### src/rtl/key_debounce.sv
`default_nettype none
// ============================================================================
// Module   : key_debounce
// Purpose  : Four-channel pushbutton conditioner. It synchronises raw,
//            asynchronous, active-low buttons and accepts a new level only
//            after CNT_MAX consecutive stable cycles. The result is a clean,
//            active-high level bus plus one-cycle press/release/event pulses.
// Ports    : sclk        - system clock, rising edge
//            rst         - asynchronous reset, active high
//            key_in      - raw button pins (0 = pressed)
//            key_bus     - debounced level (1 = pressed)
//            key_press   - one-cycle pulse on accepted released->pressed
//            key_release - one-cycle pulse on accepted pressed->released
//            key_event   - one-cycle OR of all press/release pulses
// Revision : 1.0 - initial release
// ============================================================================
module key_debounce #(
    parameter int N_KEYS  = 4,
    parameter int CNT_MAX = 1000000,
    parameter int CNT_W   = 20
) (
    input  logic              sclk,
    input  logic              rst,
    input  logic [N_KEYS-1:0] key_in,
    output logic [N_KEYS-1:0] key_bus,
    output logic [N_KEYS-1:0] key_press,
    output logic [N_KEYS-1:0] key_release,
    output logic              key_event
);

    // Terminal count: the change is accepted on the cycle the counter sits here
    // and the input still differs, i.e. after CNT_MAX differing samples.
    localparam logic [CNT_W-1:0] c_CNT_LAST = CNT_W'(CNT_MAX - 1);

    // Two-flop synchroniser; reset to "released" so no spurious press appears.
    logic [N_KEYS-1:0] r_s1;
    logic [N_KEYS-1:0] r_s2;

    always_ff @(posedge sclk or posedge rst) begin
        if (rst) begin
            r_s1 <= '1;
            r_s2 <= '1;
        end else begin
            r_s1 <= key_in;
            r_s2 <= r_s1;
        end
    end

    logic [N_KEYS-1:0] w_press_nxt;
    logic [N_KEYS-1:0] w_release_nxt;
    logic [N_KEYS-1:0] w_level;
    logic [N_KEYS-1:0] w_press;
    logic [N_KEYS-1:0] w_release;

    generate
        for (genvar i = 0; i < N_KEYS; i++) begin : g_ch
            logic [CNT_W-1:0] r_cnt;
            logic             r_level;
            logic             r_press;
            logic             r_release;
            logic             w_diff;
            logic             w_fire;

            // Synchronised pin is active low; the debounced level is active high.
            assign w_diff = (~r_s2[i]) != r_level;
            assign w_fire = w_diff && (r_cnt == c_CNT_LAST);

            assign w_press_nxt[i]   = w_fire & ~r_s2[i];
            assign w_release_nxt[i] = w_fire &  r_s2[i];

            always_ff @(posedge sclk or posedge rst) begin
                if (rst) begin
                    r_cnt     <= '0;
                    r_level   <= 1'b0;
                    r_press   <= 1'b0;
                    r_release <= 1'b0;
                end else begin
                    r_press   <= w_press_nxt[i];
                    r_release <= w_release_nxt[i];
                    if (!w_diff) begin
                        // Any agreeing cycle discards all accumulated credit.
                        r_cnt <= '0;
                    end else if (w_fire) begin
                        r_cnt   <= '0;
                        r_level <= ~r_s2[i];
                    end else begin
                        r_cnt <= r_cnt + 1'b1;
                    end
                end
            end

            assign w_level[i]   = r_level;
            assign w_press[i]   = r_press;
            assign w_release[i] = r_release;
        end
    endgenerate

    // Event is registered from the same next-state terms as the per-channel
    // pulses so all pulses line up with the key_bus update.
    logic r_event;

    always_ff @(posedge sclk or posedge rst) begin
        if (rst) begin
            r_event <= 1'b0;
        end else begin
            r_event <= |(w_press_nxt | w_release_nxt);
        end
    end

    assign key_bus     = w_level;
    assign key_press   = w_press;
    assign key_release = w_release;
    assign key_event   = r_event;

endmodule
`default_nettype wire
### config.mk
export PLATFORM = sky130hd
export DESIGN_NAME = key_debounce
export DESIGN_NICKNAME = d
export VERILOG_FILES = /design/src/rtl/key_debounce.sv
export SDC_FILE = /design/constraint.sdc
export NUM_CORES = 1
export LEC_CHECK = 0
export CAP_MARGIN = 20
export CELL_PAD_IN_SITES_DETAIL_PLACEMENT = 0
export CELL_PAD_IN_SITES_GLOBAL_PLACEMENT = 1
export CORE_MARGIN = 2
export CORE_UTILIZATION = 38
export CTS_BUF_LIST = sky130_fd_sc_hd__clkbuf_4 sky130_fd_sc_hd__clkbuf_8
export DETAILED_ROUTE_END_ITERATION = 12
export MAX_ROUTING_LAYER = met4
export PLACE_DENSITY_LB_ADDON = 0.1
export SYNTH_ARGS = -nofsm -noshare
export SYNTH_HDL_FRONTEND = slang
export SYNTH_SLANG_ARGS = --single-unit
### constraint.sdc
create_clock -name sclk -period 5.07 [get_ports sclk]
set_clock_uncertainty 0.15 [all_clocks]
set_input_delay 1.521 -clock sclk [delete_from_list [all_inputs] [get_ports sclk]]
set_output_delay 1.521 -clock sclk [all_outputs]
set_load 0.05 [all_outputs]
==> results by group <==
Routing
  – DRT iter0 DRCs: 181
  – Post-Route WL: 9400 µm
  – Antenna Nets Post-Route: 0
  – Vias after detailed routing: 3372
  – Vias/cell: 5.07
  – Drt pass-1 iters: 5
  – WL/cell: 14.1 µm
  – Residual DRC: 0

Clock tree
  – Post-cts gate resize count: 0
  – H-tree Lvls: 3
  – Clock root cell: clkbuf_8
  – CTS tree: done
  – Clk Latency, worst-skew pair: 0.38 ns
  – CTS sink count: 101
  – Post-CTS Setup Bufs: 0
  – CTS Buf Count: 9
  – CTS max path bufs: 2
  – Reg clk slew, reported paths: 0.09 ns
  – Cts hold-fix bufs: 0

Critical path
  – CP startpoint kind: register
  – CP max stage cell: clkdlybuf4s50_1
  – WP depth: 1
  – Path depth of the worst reg2reg path: 5
  – Worst reg2reg setup slack: 2.42 ns
  – Crit path largest cell delay: 0.82 ns
  – WP data required: 3.40 ns
  – Buf+Inv Stages, Crit Path: 1
  – Worst path arrival time: 1.60 ns
  – Crit-path cells: clkdlybuf4s50_1
  – Top delay family on crit path: buffers and inverters
  – Crit Path Class: reg2out
  – Critical path endpoint: key_bus[0]
  – Worst r2r src: g_ch[3].r_cnt[2]
  – FF-to-FF End: g_ch[3].r_cnt[18]
  – CP max FO: 3
  – CP Launch Point: g_ch[0].r_level
  – CP endpoint kind: output port

Timing
  – Worst slew pin tran: 0.753 ns
  – Slew Limit Fails: 0
  – RSZ-0062 raised after global routing: no
  – Final Setup Violations: 0
  – Period Utilization, post-route: 64.5%
  – Setup_tns: 0 ns
  – Slew HR: 49.5%
  – Min Tclk post-route: 3.27 ns
  – Fmax: 306 MHz
  – Hold Vio Cnt, Final: 0
  – Min Hold Slack: 0.210 ns

Pwr
  – Peak supply drop: 0.104 mV
  – Final Total Pwr: 1.37 mW
  – Pwr dens: 260 nW/µm²
  – Leak Pwr: 2.11 nW

Final layout
  – Area Overhead vs Synth: 10.1%
  – Commonest non-fill, non-tap cell in the layout: dfrtp_1
  – Most frequent cells in the layout: dfrtp_1 (93), nor2_1 (74), xnor2_1 (33)
  – Fin nets: 498
  – Layout cells sized above 1: 8.11%
  – Final Instance Area: 5290 µm²
  – Final cell count without fillers: 665
  – Ant. Diodes: 0
  – # fillers: 1235

Synthesis
  – Cells after Synth: 480
  – Largest cells by area after synthesis: dfrtp_1 (48%), xnor2_1 (6.0%), nor2_1 (5.8%)
  – Top-area cell type share of the netlist area: 48.5%
  – Synth Net Count: 490
  – Synth Area per Inst: 10.0 µm²
  – Synth area leader: dfrtp_1
  – Yosys reg bits: 101
  – Synth unique cells: 41
  – Mapped cell area: 4800 µm²
  – Sequential share of the synthesized area: 52.8%
  – Warnings, synthesis: 0

Global routing
  – Total gr overflow: 0
  – Global-route wire length before repair: 16400 µm
  – Total GRT Usage: 16.0%
  – Largest net degree at the start of global routing: 85
  – Number of global-route vias before repair: 3365
  – Antenna violations before repair: 0

Floorplan
  – Die height: 116 µm
  – Die X: 116 µm
  – Ports: 19
  – FP Rows: 41
  – Initial Utilization: 38.5%
  – Core Box Area: 12500 µm²
  – Die ar.: 13600 µm²

Place
  – Placed cells: 648
  – Placed cell areas: 5080 µm²
  – Gp weighted congestion: 0.783
  – IO Port Bufs: 18
  – HPWL Detailed: 6290 µm

Outcome
  – Status: completed

Job
  – Max_cap viols: 0

Min path
  – Min-delay worst type: reg2reg
## report_power, final
part / leakage (nW) / internal (mW) / switching [mW]
Sequential: 1.37 / 0.818 / 0.0128
Combinational: 0.645 / 0.0175 / 0.0379
Clock: 0.0939 / 0.209 / 0.276
## flip-flops by register name, indices dropped and copies added, names as in the netlist
signal and count:
g_ch.r_cnt 80, g_ch.r_level 4, g_ch.r_press 4, g_ch.r_release 4, key_event 1, r_s1 4
r_s2 4
## synthesized netlist by cell type, drive strengths merged
cell    instances
nor4b           3
and3            3
dfstp           8
a21o            1
and4            7
or3b            1
nand2          24
nand3b          1
a21oi          19
nor4           13
and2            2
o31ai           9
clkbuf         12
nor3b           1
inv            19
dfrtp          93
nor4bb          1
xnor2          33
or3            12
nor2           74
a31o            1
o21ai          11
ha              4
nor3           10
or4            16
mux2            3
buf            14
o21bai          1
or4b            1
nor2b           1
or2             2
a21bo           1
xor2           24
nand3          30
nand4          25
## kinds of logic after synthesis
kind of cell	share of synthesized area, %
simple gates	25.1
flops	52.8
xor+xnor	10.4
buf+inv	4.51
compound gates	5.24
fa+ha+maj	1.04
mux	0.860
## routing by layer
layer | vias to the layer above | share of wire [%] | GRT usage (%)
li1 | 1680 | - | -
met1 | 1623 | 50 | 21.6
met2 | 47 | 45 | 23.2
met3 | 22 | 2.6 | 2.80
met4 | 0 | 2.9 | 8.10
met5 | - | 0 | -
## worst min-delay path by stage
stage	start	to	slack, ns	depth (start not counted)
4_1_cts	r_s1[0]	r_s2[0]	0.21	0
3_3_place_gp	r_s1[1]	r_s2[1]	0.20	0
3_5_place_dp	r_s1[0]	r_s2[0]	0.20	0
5_1_grt	r_s1[0]	r_s2[0]	0.22	0
2_1_floorplan	r_s1[0]	r_s2[0]	0.20	0
6_report	r_s1[1]	r_s2[1]	0.21	0
## per-stage QoR
stage	setup slack [ns]	util, %
finish	1.80	42.4
global route	1.74	42.4
CTS	1.75	42.2
detailed placement	1.77	40.8
global placement	1.77	40.8
floorplan	0.765	-
## layout make-up
class                           instances  area (µm²)  area share [%]
Tap cell                              172         215            4.07
Clock inverter                          3        21.3           0.402
Timing Repair Buffer                   23         230            4.36
Sequential cell                       101        2540            48.0
Multi-Input combinational cell        334        2050            38.7
Clock buffer                           13         160            3.03
Inverter                               19        73.8            1.40
## worst register-to-register path, delay by kind of cell (launching register included)
family | cells | cell delay (ns)
AND/OR/NAND/NOR | 2 | 1.04
AO/OA/AOI/OAI | 2 | 0.61
flip-flops | 1 | 0.42
buffers and inverters | 1 | 0.31
Power figures use the tool's default switching activity.
